### config.mk
export PLATFORM = sky130hd
export DESIGN_NAME = shift_sin_pload_flat
export DESIGN_NICKNAME = d
export VERILOG_FILES = /design/src/rtl/shift_sin_pload_if.sv /design/src/rtl/shift_sin_pload.sv /design/src/flat_wrapper.sv
export SDC_FILE = /design/constraint.sdc
export NUM_CORES = 1
export LEC_CHECK = 0
export ABC_CLOCK_PERIOD_IN_PS = 2029
export CAP_MARGIN = 20
export CORE_MARGIN = 1
export CORE_UTILIZATION = 30
export DETAILED_ROUTE_END_ITERATION = 8
export SLEW_MARGIN = 20
export SYNTH_ARGS = -nofsm -noshare
export SYNTH_HDL_FRONTEND = slang
export SYNTH_SLANG_ARGS = --single-unit
### constraint.sdc
create_clock -name clk -period 2.03 [get_ports clk]
set_input_delay 0.609 -clock clk [delete_from_list [all_inputs] [get_ports clk]]
set_output_delay 0.609 -clock clk [all_outputs]
set_load 0.005 [all_outputs]
### src/rtl/shift_sin_pload_if.sv
// Consumer-side and serial-pin bundle for the TIPI receive shifter.
// slave  : the shifter itself (samples pins, drives the parallel result)
// master : whatever drives the pins and consumes the parallel byte
interface shift_sin_pload_if #(
   parameter int DATA_WIDTH = 8
);
   logic                  sclk;
   logic                  select;
   logic                  sin;
   logic                  ack;
   logic [DATA_WIDTH-1:0] data_out;
   logic                  valid;
   logic                  parity_err;
   logic                  overrun;
   logic                  frame_abort;

   modport slave (
      input  sclk, select, sin, ack,
      output data_out, valid, parity_err, overrun, frame_abort
   );

   modport master (
      output sclk, select, sin, ack,
      input  data_out, valid, parity_err, overrun, frame_abort
   );
endinterface

### src/rtl/shift_sin_pload.sv
// TIPI receive shifter: deserialises MSB-first frames of DATA_WIDTH data
// bits plus one even-XOR parity bit, clocked by an external sclk that is
// oversampled in the clk domain. The completed byte is handed to the
// register file through a valid/ack handshake.
module shift_sin_pload #(
   parameter int DATA_WIDTH  = 8,
   parameter int SYNC_STAGES = 2
) (
   input  logic             clk,
   input  logic             reset_n,
   shift_sin_pload_if.slave bus
);

   localparam int            CW   = $clog2(DATA_WIDTH + 1);
   localparam logic [CW-1:0] LAST = CW'(DATA_WIDTH);

   // sclk, sin and select share one depth so a bit and its clock edge
   // emerge from the synchronisers on the same cycle.
   logic [SYNC_STAGES-1:0] sclk_sync_q;
   logic [SYNC_STAGES-1:0] sin_sync_q;
   logic [SYNC_STAGES-1:0] sel_sync_q;
   logic                   sclk_prev_q;

   logic [DATA_WIDTH-1:0]  shift_q,  shift_d;
   logic [CW-1:0]          cnt_q,    cnt_d;
   logic [DATA_WIDTH-1:0]  data_q,   data_d;
   logic                   valid_q,  valid_d;
   logic                   perr_q,   perr_d;
   logic                   ovr_q,    ovr_d;
   logic                   abort_q,  abort_d;
   // Completion marker: valid follows one clk after data_out is loaded.
   logic                   done_q,   done_d;

   logic sclk_s;
   logic sin_s;
   logic sel_s;
   logic shift_ev;
   logic complete;

   assign sclk_s   = sclk_sync_q[SYNC_STAGES-1];
   assign sin_s    = sin_sync_q[SYNC_STAGES-1];
   assign sel_s    = sel_sync_q[SYNC_STAGES-1];
   assign shift_ev = sclk_s & ~sclk_prev_q & sel_s;
   assign complete = shift_ev && (cnt_q == LAST);

   // Bring the three asynchronous pins into the clk domain.
   always_ff @(posedge clk or negedge reset_n) begin
      if (!reset_n) begin
         sclk_sync_q <= '0;
         sin_sync_q  <= '0;
         sel_sync_q  <= '0;
         sclk_prev_q <= 1'b0;
      end else begin
         sclk_sync_q <= {sclk_sync_q[SYNC_STAGES-2:0], bus.sclk};
         sin_sync_q  <= {sin_sync_q[SYNC_STAGES-2:0],  bus.sin};
         sel_sync_q  <= {sel_sync_q[SYNC_STAGES-2:0],  bus.select};
         sclk_prev_q <= sclk_s;
      end
   end

   // Next-state for the shifter, frame counter and handshake flags.
   always_comb begin
      shift_d = shift_q;
      cnt_d   = cnt_q;
      data_d  = data_q;
      valid_d = valid_q;
      perr_d  = perr_q;
      ovr_d   = ovr_q;
      abort_d = 1'b0;
      done_d  = 1'b0;

      if (!sel_s) begin
         // Dropping select mid-frame throws the partial bits away.
         if (cnt_q != '0) begin
            abort_d = 1'b1;
            shift_d = '0;
         end
         cnt_d = '0;
      end else if (shift_ev) begin
         if (cnt_q == LAST) begin
            data_d = shift_q;
            perr_d = (^shift_q) != sin_s;
            cnt_d  = '0;
            done_d = 1'b1;
            if (valid_q && !bus.ack) begin
               ovr_d = 1'b1;
            end
         end else begin
            shift_d = {shift_q[DATA_WIDTH-2:0], sin_s};
            cnt_d   = cnt_q + CW'(1);
         end
      end

      // A completing frame beats a coincident ack; ack then has no effect.
      if (done_q) begin
         valid_d = 1'b1;
      end else if (bus.ack && valid_q && !complete) begin
         valid_d = 1'b0;
         ovr_d   = 1'b0;
      end
   end

   // Register the shifter state and all outputs.
   always_ff @(posedge clk or negedge reset_n) begin
      if (!reset_n) begin
         shift_q <= '0;
         cnt_q   <= '0;
         data_q  <= '0;
         valid_q <= 1'b0;
         perr_q  <= 1'b0;
         ovr_q   <= 1'b0;
         abort_q <= 1'b0;
         done_q  <= 1'b0;
      end else begin
         shift_q <= shift_d;
         cnt_q   <= cnt_d;
         data_q  <= data_d;
         valid_q <= valid_d;
         perr_q  <= perr_d;
         ovr_q   <= ovr_d;
         abort_q <= abort_d;
         done_q  <= done_d;
      end
   end

   assign bus.data_out    = data_q;
   assign bus.valid       = valid_q;
   assign bus.parity_err  = perr_q;
   assign bus.overrun     = ovr_q;
   assign bus.frame_abort = abort_q;

endmodule

### src/flat_wrapper.sv
// flat-port wrapper written by rule: the top's interface ports become plain ports
module shift_sin_pload_flat 
#(
   parameter int DATA_WIDTH  = 8,
   parameter int SYNC_STAGES = 2
)
  (clk, reset_n, bus_sclk, bus_select, bus_sin, bus_ack, bus_data_out, bus_valid, bus_parity_err, bus_overrun, bus_frame_abort);
  shift_sin_pload_if #(.DATA_WIDTH(DATA_WIDTH)) bus_i ();
  input  logic clk;
  input  logic reset_n;
  input wire logic [$bits(bus_i.sclk)-1:0] bus_sclk;
  input wire logic [$bits(bus_i.select)-1:0] bus_select;
  input wire logic [$bits(bus_i.sin)-1:0] bus_sin;
  input wire logic [$bits(bus_i.ack)-1:0] bus_ack;
  output wire logic [$bits(bus_i.data_out)-1:0] bus_data_out;
  output wire logic [$bits(bus_i.valid)-1:0] bus_valid;
  output wire logic [$bits(bus_i.parity_err)-1:0] bus_parity_err;
  output wire logic [$bits(bus_i.overrun)-1:0] bus_overrun;
  output wire logic [$bits(bus_i.frame_abort)-1:0] bus_frame_abort;
  assign bus_i.sclk = bus_sclk;
  assign bus_i.select = bus_select;
  assign bus_i.sin = bus_sin;
  assign bus_i.ack = bus_ack;
  assign bus_data_out = bus_i.data_out;
  assign bus_valid = bus_i.valid;
  assign bus_parity_err = bus_i.parity_err;
  assign bus_overrun = bus_i.overrun;
  assign bus_frame_abort = bus_i.frame_abort;
  shift_sin_pload #(.DATA_WIDTH(DATA_WIDTH), .SYNC_STAGES(SYNC_STAGES)) u_core (.clk(clk), .reset_n(reset_n), .bus(bus_i));
endmodule
=== Word-level counts from Yosys, hierarchy flattened ===
Index checks and enable logic that the tools add are counted.

* Bits in registers: 32
* Output and inout bits: 12

* Muxes and demuxes: 20
* Reductions and logical operators: 12
* $add $sub $neg: 1
* Equality and inequality tests: 4
* Bitwise operators: 3

{| class="wikitable"
|+ Operators with widths
! operator !! count
|-
| $mux W8 || 4
|-
| $mux W1 || 13
|-
| $mux W4 || 3
|-
| $reduce_xor A8 Y1 || 1
|-
| $reduce_and A3 Y1 || 2
|-
| $add A4 B1 Y4 const B || 1
|-
| $eq A4 B4 Y1 const B || 1
|-
| $logic_and A1 B1 Y1 || 4
|-
| $ne A2 B2 Y1 const B || 2
|-
| $reduce_bool A2 Y1 || 2
|-
| $reduce_bool A4 Y1 || 1
|-
| $and A1 B1 Y1 || 2
|-
| $logic_not A1 Y1 || 2
|-
| $ne A1 B1 Y1 || 1
|-
| $not A1 Y1 || 1
|}

=== Depth between registers and ports, before layout ===
Gate-level depths: netlist of the first run.

* Depth after elaboration: 8
* Mapped depth: 7
* Depth with buffers taken out: 6

=== Least setup slack after synthesis of the first run ===
No wires, ideal clock.

* Kind: register to register
* Start: reg u_core.cnt_q[0]
* End: reg u_core.data_q[0], in the netlist u_core.bus.data_out[0]
* Data required time: 1.905 ns
* Slack: 0.458 ns
* Stages on the path, launching flop included: 7
* Data arrival time: 1.448 ns
* Period minus slack after synthesis: 1.572 ns
* Path through: dfrtp_1 -> inv_1 -> ha_1 -> nand3b_1 -> nor3_4 -> buf_6 -> mux2_2

* Word-level cells in the longest chain between the ends: 2

{| class="wikitable"
|+ RTL lines
! what !! RTL line !! source
|-
| start, declared || shift_sin_pload.sv:25 || <nowiki>logic [CW-1:0] cnt_q, cnt_d;</nowiki>
|-
| start signal, assigned || shift_sin_pload.sv:116 || <nowiki>cnt_q <= cnt_d;</nowiki>
|-
| $eq A4 B4 Y1 || shift_sin_pload.sv:80 || <nowiki>if (cnt_q == LAST) begin</nowiki>
|-
| $reduce_and A3 Y1 (no line) || n/a ||
|-
| end signal, assigned || shift_sin_pload.sv:117 || <nowiki>data_q <= data_d;</nowiki>
|-
| end, declared || shift_sin_pload.sv:26 || <nowiki>logic [DATA_WIDTH-1:0] data_q, data_d;</nowiki>
|}

Every way passes these cells.
A chain may end at the register's enable or synchronous reset.

=== Worst setup path after layout of the first run ===
* Start: reg u_core.valid_q, in the netlist u_core.bus.valid
* End: out bus_valid

{| class="wikitable"
|+ RTL lines
! what !! RTL line !! source
|-
| start, declared || shift_sin_pload.sv:27 || <nowiki>logic valid_q, valid_d;</nowiki>
|-
| start signal, assigned || shift_sin_pload.sv:118 || <nowiki>valid_q <= valid_d;</nowiki>
|-
| end, declared || flat_wrapper.sv:16 || <nowiki>output wire logic [$bits(bus_i.valid)-1:0] bus_valid;</nowiki>
|}

No word-level cell between the ends.

==> flow_summary.json, run 1 <==
{
  "fp.dieH_um": 67.3,
  "synth_edf_count": 0,
  "yosysMostFrequentCell": "dfrtp_1",
  "grt_overflow": 0,
  "max_freq_ghz": 0.556,
  "synth.cells.most_frequent": "dfrtp_1, a22o_1, mux2_2, inv_1, xnor2_1",
  "synthFlopType": "dfrtp_1",
  "ioPinCount": 18,
  "ys_types": 25,
  "synthCells": 92,
  "drive_gt1_share_pct": 17.8,
  "maxSlewHeadroom_pct": 74.0,
  "dieArea_sq_um": 4530,
  "finalPower_mw": 1.35,
  "cts.clk_slew.worst_paths_ns": 0.06,
  "cts_resized": 0,
  "gp_congestion": 0.758,
  "worst_pin_slew_ns": 0.391,
  "rsz0062_at_grt": "false",
  "dp_hpwl_mm": 1.37,
  "powerDensity_nw_per_um2": 828,
  "yosys.area.top_type": "dfrtp_1",
  "slew_viol_final": 0,
  "fin_util_pct": 40.1,
  "first_iter_violations": 23,
  "crit_path_max_incr_delay_ns": 0.51,
  "crit_family": "buffers and inverters",
  "synthTopCellsByArea": "dfrtp_1, mux2_2, a22o_1, xnor2_1, xor2_1",
  "fp.dieW_um": 67.3,
  "numCtsBuffers": 5,
  "synth_seq_area_share_pct": 62.6,
  "firstDrtPassIters": 4,
  "post_drt_wl_per_cell_um": 12.3,
  "ctsHoldBuffers": 0,
  "diodes": 0,
  "cts_tree": "built",
  "wirelength_mm": 2.06,
  "synth_nets": 100,
  "crit_fanout": 4,
  "root_buffer": "clkbuf_8",
  "cts_sinks": 32,
  "ys_warn_count": 0,
  "hold_viol_final": 0,
  "synth-seq-cells": 32,
  "nets": 125,
  "synth_top_area_share_pct": 62.6,
  "start_kind": "flop",
  "first_global_vias": 748,
  "final-setup-viol-count": 0,
  "ant_nets": 0,
  "route.detailed.drc": 0,
  "hp-class": "flop to flop",
  "period_share_pct": 88.7,
  "htree_levels": 2,
  "total_leakage_power_nw": 0.760,
  "timing.final.crit_period_ns": 1.80,
  "worstSetupEndpointType": "output pin",
  "num_rows": 23,
  "insertion_delay_ns": 0.28,
  "post_cts_buffers": 0,
  "fin_ws_ns": 0.230,
  "core_area_sq_um": 4060,
  "via_per_inst": 4.68,
  "cts_max_path_buffers": 2,
  "worst_path_max_delay_cell": "clkdlybuf4s50_1",
  "antenna_found_initial": 0,
  "post_synth.cell_area_avg_sq_um": 13.9,
  "vias": 787,
  "grt_pass1_wl_mm": 3.48,
  "tns_ns": 0,
  "fin_skew_ns": 0.00542,
  "arrival_ns": 1.19,
  "vdd.ir_drop.worst_mv": 0.372,
  "pre_cts_slack_ns": 0.347,
  "port_buffers": 17,
  "cap_violations": 0,
  "grt_max_degree": 33,
  "cp_data_required_time_ns": 1.42,
  "groute.usage.overall_pct": 11.2,
  "worstSetupPathType": "flop to output pin",
  "start_util_pct": 31.5,
  "status": "finished clean",
  "syn_area_sq_um": 1280,
  "path_cells": "clkdlybuf4s50_1",
  "critPathBufInv": 1,
  "area_growth_pct": 27.1,
  "async_reset_ff_share_pct": 100
}
## cells by family (layout without fill, tap and decap cells)
group | Yosys count | after routing | synth area share [%]
fa+ha+maj | 2 | 2 | 1.95
buf+inv | 7 | 33 | 2.74
flops | 32 | 32 | 62.6
mux | 9 | 9 | 8.21
xor+xnor | 9 | 9 | 7.33
simple gates | 15 | 15 | 7.14
compound gates | 18 | 18 | 10.1
## metrics by stage
step / area, sq um / hold WS, ns / instances
after floorplan: 1280 / 0.313 / 92
after global placement: 1520 / 0.332 / 160
after detailed placement: 1520 / 0.337 / 160
after CTS: 1630 / 0.352 / 168
after global routing: 1630 / 0.358 / 168
final: 1630 / 0.351 / 168
## state kept, by name (all words and copies together) (netlist names)
| register | count |
|---|---|
| u_core.sin_sync_q | 2 |
| u_core.bus.data_out | 8 |
| u_core.done_q | 1 |
| u_core.bus.valid | 1 |
| u_core.bus.parity_err | 1 |
| u_core.sclk_sync_q | 2 |
| u_core.shift_q | 8 |
| u_core.bus.overrun | 1 |
| u_core.bus.frame_abort | 1 |
| u_core.cnt_q | 4 |
| u_core.sel_sync_q | 2 |
| u_core.sclk_prev_q | 1 |
## layout make-up
| class | count | area (sq um) |
|---|---|---|
| Timing Repair Buffer | 20 | 193 |
| Multi-Input combinational cell | 53 | 444 |
| Clock inverter | 2 | 35.0 |
| Inverter | 5 | 18.8 |
| Tap cell | 50 | 62.6 |
| Sequential cell | 32 | 801 |
| Fill cell | 382 | 2430 |
| Clock buffer | 6 | 72.6 |
## report_power, final
part	switching, mW	leakage, nW	internal, mW
Clock	0.222	0.0552	0.363
Combinational	0.0425	0.276	0.0468
Sequential	0.0154	0.428	0.657
Total	0.280	0.760	1.07
## cells in the final DEF (no fill, tap or decap)
cell	netlist	layout
a21o_1	1	1
a21oi_1	3	3
a22o_1	8	8
and3_1	1	1
buf_4	0	3
bufinv_16	0	1
clkbuf_1	0	1
clkbuf_8	0	5
clkdlybuf4s50_1	0	17
clkinv_2	0	1
dfrtp_1	32	32
ha_1	2	2
inv_1	5	5
mux2_2	8	8
mux2_4	1	1
nand2_1	2	2
nand2b_1	4	4
nand3_1	3	3
nand3b_1	1	1
nor2_1	2	2
nor2b_1	1	1
nor3_4	1	1
o211ai_1	1	1
o21ai_0	3	3
o22ai_1	1	1
o31ai_1	1	1
xnor2_1	5	5
xnor3_2	1	1
xor2_1	3	3
## per-layer routing
| layer | vias up | wire, um | global-route usage, % |
|---|---|---|---|
| li1 | 372 | - | - |
| met1 | 391 | 999 | 15.4 |
| met2 | 16 | 905 | 14.2 |
| met3 | 8 | 87 | 3.55 |
| met4 | 0 | 68 | 8.78 |
| met5 | - | 0 | 0 |
## worst paths after layout
kind	slack, ns	to	startpoint	depth (start not counted)
worst max-delay path	0.23	bus_valid	u_core.bus.valid	1
worst min-delay path	0.35	u_core.sin_sync_q[1]	u_core.sin_sync_q[0]	0
worst max register to register	0.35	u_core.bus.data_out[3]	u_core.cnt_q[0]	6
worst min register to register	0.35	u_core.sin_sync_q[1]	u_core.sin_sync_q[0]	0
max in group asynchronous	1.03	u_core.bus.parity_err	reset_n	2
min in group asynchronous	0.72	u_core.bus.data_out[7]	reset_n	2
Note: power is estimated with default switching activity, not from simulation.
==> run 2: changes to the inputs <==
CORE_MARGIN = 2   (was 1)
CORE_UTILIZATION = 52   (was 30)
GPL_ROUTABILITY_DRIVEN = 0   (was not set)
PLACE_DENSITY = 0.77   (was not set)
==> run 2 against run 1 <==
  * Sequential power is essentially flat
  * Highest routed layer unchanged
  * Via count did not move
  * Global-route usage rose by 8.1 points
  * Setup slack got worse by 0.051 ns
  * Count of clock-buffer cells in the layout is the same
  * Worst hold slack better by 0.0033 ns
  * Sequential share of layout area rose by 2.8 points
  * Combinational power increased by 1%
  * Die area decreased by 37%
  * Cell area decreased by 5.5%
  * Total power fell by 19%
==> flow_summary.json, run 2 (same netlist as run 1, synthesis figures left out) <==
{
  "numCtsBuffers": 5,
  "port_buffers": 17,
  "arrival_ns": 1.24,
  "wirelength_mm": 2.11,
  "insertion_delay_ns": 0.32,
  "htree_levels": 2,
  "maxSlewHeadroom_pct": 73.4,
  "vdd.ir_drop.worst_mv": 0.542,
  "nets": 125,
  "ctsHoldBuffers": 0,
  "area_growth_pct": 20.1,
  "ioPinCount": 18,
  "post_cts_buffers": 0,
  "grt_max_degree": 33,
  "powerDensity_nw_per_um2": 706,
  "core_area_sq_um": 2280,
  "dieArea_sq_um": 2870,
  "rr_worst_depth": 6,
  "dp_hpwl_mm": 1.44,
  "status": "finished clean",
  "crit_family": "buffers and inverters",
  "worst_path_max_delay_cell": "clkdlybuf4s50_1",
  "route.detailed.drc": 0,
  "groute.usage.overall_pct": 19.3,
  "cts_max_path_buffers": 2,
  "cp_data_required_time_ns": 1.42,
  "max_freq_ghz": 0.540,
  "total_leakage_power_nw": 0.733,
  "start_kind": "flop",
  "reg2reg_to": "u_core.bus.data_out[3]",
  "grt_pass1_wl_mm": 3.62,
  "fin_skew_ns": 0.0101,
  "timing.final.crit_period_ns": 1.85,
  "tns_ns": 0,
  "design_area_sq_um": 1540,
  "fp.dieW_um": 53.6,
  "post_drt_wl_per_cell_um": 14.5,
  "final_common_cell": "dfrtp_1",
  "worst_pin_slew_ns": 0.399,
  "critPathBufInv": 1,
  "drive_gt1_share_pct": 17.1,
  "worstHoldStart": "u_core.sel_sync_q[0]",
  "diodes": 0,
  "hp-class": "flop to flop",
  "rsz0062_at_grt": "false",
  "num_rows": 17,
  "hold_viol_final": 0,
  "fp.dieH_um": 53.6,
  "worstSetupPathType": "flop to output pin",
  "slew_viol_final": 0,
  "antenna_found_initial": 0,
  "reg2reg_slack_ns": 0.32,
  "first_global_vias": 761,
  "grt_overflow": 0,
  "timing.rr.start": "u_core.cnt_q[0]",
  "vias": 787,
  "cts_resized": 0,
  "hold_slack_ns": 0.355,
  "cts.clk_slew.worst_paths_ns": 0.09,
  "cts_sinks": 32,
  "cts_tree": "built",
  "min_to": "u_core.sel_sync_q[1]",
  "placed_area_sq_um": 1490,
  "via_per_inst": 5.43,
  "final-setup-viol-count": 0,
  "period_share_pct": 91.2,
  "root_buffer": "clkbuf_4",
  "ant_nets": 0,
  "final_cell_mix": "dfrtp_1, clkdlybuf4s50_1, mux2_2, a22o_1",
  "crit_path_max_incr_delay_ns": 0.52,
  "hold_depth": 0,
  "start_util_pct": 56.2,
  "first_iter_violations": 4,
  "cap_violations": 0,
  "path_cells": "clkdlybuf4s50_1",
  "worstSetupEndpointType": "output pin",
  "firstDrtPassIters": 3,
  "crit_fanout": 4
}
==> run 2: changes by cell type in the layout (fill, tap and decap cells not counted) <==
cell,previous run,this run
clkbuf_4,0,5
clkbuf_8,5,0
bufinv_16,1,0
==> run 2: area by class of cell <==
cell class              count  area, sq um
clock buffers               6         41.3
clock inverters             1         5.00
fillers                   171          738
inverters                   5         18.8
multi-input cells          53          444
flip-flops and latches     32          801
well taps                  28         35.0
repair buffers             20          193
==> run 2: through the flow <==
stage               utilization [%]  worst slack (ns)  total power, mW  cells
CTS                            67.6             0.152             1.10    145
global route                   67.6            0.0941             1.14    145
floorplan                         -             0.458            0.725     92
global placement               65.5             0.417            0.770    138
detailed placement             65.5             0.333            0.777    138
finish                         67.6             0.180             1.09    145
==> run 2: worst max-delay path by stage <==
| stage | startpoint | endpoint | slack, ns | cells past startpoint |
|---|---|---|---|---|
| after floorplan | u_core.cnt_q[0] | u_core.bus.data_out[0] | 0.46 | 6 |
| after global placement | u_core.cnt_q[0] | u_core.bus.data_out[0] | 0.42 | 6 |
| after detailed placement | u_core.cnt_q[0] | u_core.bus.data_out[3] | 0.33 | 6 |
| after CTS | u_core.bus.valid | bus_valid | 0.15 | 1 |
| after global routing | u_core.bus.valid | bus_valid | 0.09 | 1 |
| final | u_core.bus.valid | bus_valid | 0.18 | 1 |
==> run 2: power by group <==
| part | leakage [nW] | switching [mW] | internal (mW) | total [mW] |
|---|---|---|---|---|
| registers | 0.428 | 0.0167 | 0.656 | 0.672 |
| clock network | 0.0281 | 0.195 | 0.127 | 0.323 |
| logic | 0.276 | 0.0439 | 0.0468 | 0.0906 |
| total | 0.733 | 0.256 | 0.830 | 1.09 |
==> run 2: per-layer routing <==
metal / wire (um) / vias up / track usage [%]
met1: 990 / 392 / 24.7
met2: 965 / 18 / 28.4
met4: 42 / 0 / 8.97
li1: - / 372 / -
met5: 0 / - / 0
met3: 108 / 5 / 8.33
==> run 3: changes to the inputs <==
PLACE_DENSITY = 0.8   (was 0.77)
==> run 3 against run 2 <==
  * Utilization rose by 0.55 points
  * Sequential power about the same
  * Routed wire length rose by 3.4%
  * Via count grew 4.2%
  * Worst hold slack worse by 0.011 ns
  * Clock skew rose by 0.0021 ns
  * Largest power group unchanged
  * Critical path depth is the same
  * Cell count increased by 0.69%
  * Sequential cell count did not move
==> flow_summary.json, run 3 (same netlist as run 1, synthesis figures left out) <==
{
  "status": "finished clean",
  "maxSlewHeadroom_pct": 74.2,
  "cts_max_path_buffers": 2,
  "met3RoutedLength_um": 109,
  "pre_cts_slack_ns": 0.335,
  "final_cell_mix": "dfrtp_1, clkdlybuf4s50_1, mux2_2, a22o_1",
  "reg2reg_slack_ns": 0.29,
  "cap_violations": 0,
  "hold_viol_final": 0,
  "ctsHoldBuffers": 0,
  "diodes": 0,
  "rsz0062_at_grt": "false",
  "worst_path_max_delay_cell": "clkdlybuf4s50_1",
  "worstSetupEndpointType": "output pin",
  "start_util_pct": 56.2,
  "via_per_inst": 5.62,
  "drt-met1-wl_um": 932,
  "slew_viol_final": 0,
  "post_drt_wl_per_cell_um": 14.9,
  "cts_sinks": 32,
  "worst_pin_slew_ns": 0.387,
  "arrival_ns": 1.25,
  "tns_ns": 0,
  "crit_family": "buffers and inverters",
  "area_growth_pct": 21.1,
  "fp.dieW_um": 53.6,
  "antenna_found_initial": 0,
  "fp.dieH_um": 53.6,
  "internal-power_uw": 873,
  "firstDrtPassIters": 4,
  "p_seq_share_pct": 59.0,
  "hold_slack_ns": 0.343,
  "p_comb_share_pct": 8.0,
  "grt_max_degree": 33,
  "pwr-share-clk_pct": 33.0,
  "p_sw_uw": 264,
  "cp_data_required_time_ns": 1.42,
  "hp-class": "flop to flop",
  "htree_levels": 2,
  "reg2reg_to": "u_core.bus.data_out[0]",
  "insertion_delay_ns": 0.34,
  "nets": 125,
  "route.detailed.drc": 0,
  "first_iter_violations": 11,
  "numCtsBuffers": 5,
  "drive_gt1_share_pct": 16.9,
  "switching_share_pct": 23.2,
  "rr_worst_depth": 6,
  "grt_pass1_wl_mm": 3.55,
  "grt_overflow": 0,
  "wl_met2_mm": 1.07,
  "timing.final.crit_period_ns": 1.86,
  "core_area_sq_um": 2280,
  "highest_layer": "met4",
  "groute.usage.overall_pct": 18.7,
  "crit_fanout": 4,
  "final-setup-viol-count": 0,
  "port_buffers": 17,
  "vias": 820,
  "critPathBufInv": 1,
  "dp.cells": 138,
  "path_cells": "clkdlybuf4s50_1",
  "cts_tree": "built",
  "worstHoldStart": "u_core.sel_sync_q[0]",
  "root_buffer": "clkbuf_4",
  "crit_path_max_incr_delay_ns": 0.52,
  "max_freq_ghz": 0.538,
  "finalNonFillerCells": 146,
  "worstSetupPathType": "flop to output pin",
  "cts_resized": 0,
  "start_kind": "flop",
  "first_global_vias": 804,
  "timing.rr.start": "u_core.cnt_q[0]",
  "fin_skew_ns": 0.0123,
  "cts.clk_slew.worst_paths_ns": 0.10,
  "ioPinCount": 18,
  "post_cts_buffers": 0,
  "fin_ws_ns": 0.173,
  "n_fill_cell": 165,
  "final_common_cell": "dfrtp_1",
  "dp_hpwl_mm": 1.51,
  "min_to": "u_core.sel_sync_q[1]",
  "wirelength_mm": 2.18,
  "powerDensity_nw_per_um2": 734,
  "period_share_pct": 91.5,
  "num_rows": 17,
  "hold_depth": 0,
  "total_leakage_power_nw": 0.737,
  "vdd.ir_drop.worst_mv": 0.564,
  "dieArea_sq_um": 2870,
  "ant_nets": 0
}
-- run 3: cell count changes in the layout (fill, tap and decap cells not counted), sizes merged --
cell    delta
clkinv     -1
clkbuf     +2
-- run 3: power by group through the flow --
| stage | Sequential (mW) | Clock (mW) | Combinational, mW |
|---|---|---|---|
| after floorplan | 0.682 | 0 | 0.0437 |
| after global placement | 0.682 | 0 | 0.0874 |
| after detailed placement | 0.685 | 0 | 0.0917 |
| after CTS | 0.672 | 0.382 | 0.0920 |
| after global routing | 0.675 | 0.407 | 0.101 |
| final | 0.672 | 0.375 | 0.0907 |
-- run 3: layer usage --
metal / GRT usage (%) / up-vias
met2: 28.8 / 29
met5: 0 / -
met1: 22.3 / 408
met4: 13.2 / 0
met3: 5.83 / 9
li1: - / 374
-- run 3: stage by stage --
step                      total power [mW]  utilization (%)  area (sq um)
after global routing                  1.18             68.1          1550
after floorplan                      0.725                -          1280
after CTS                             1.15             68.1          1550
after detailed placement             0.777             65.5          1490
after global placement               0.770             65.5          1490
final                                 1.14             68.1          1550
-- run 3: worst max-delay path by stage --
stage	start	to	slack, ns	depth (start not counted)
after floorplan	u_core.cnt_q[0]	u_core.bus.data_out[0]	0.46	6
after global routing	u_core.bus.valid	bus_valid	0.09	1
final	u_core.bus.valid	bus_valid	0.17	1
after global placement	u_core.cnt_q[0]	u_core.bus.data_out[1]	0.42	6
after CTS	u_core.bus.valid	bus_valid	0.16	1
after detailed placement	u_core.cnt_q[0]	u_core.bus.data_out[3]	0.34	6
-- run 3: final cells by class --
type | count | area (sq um) | area share, %
multi-input combinational | 53 | 444 | 28.7
inverter | 5 | 18.8 | 1.21
clock buffer | 8 | 58.8 | 3.79
tap | 28 | 35.0 | 2.26
timing repair buffer | 20 | 193 | 12.4
sequential | 32 | 801 | 51.7
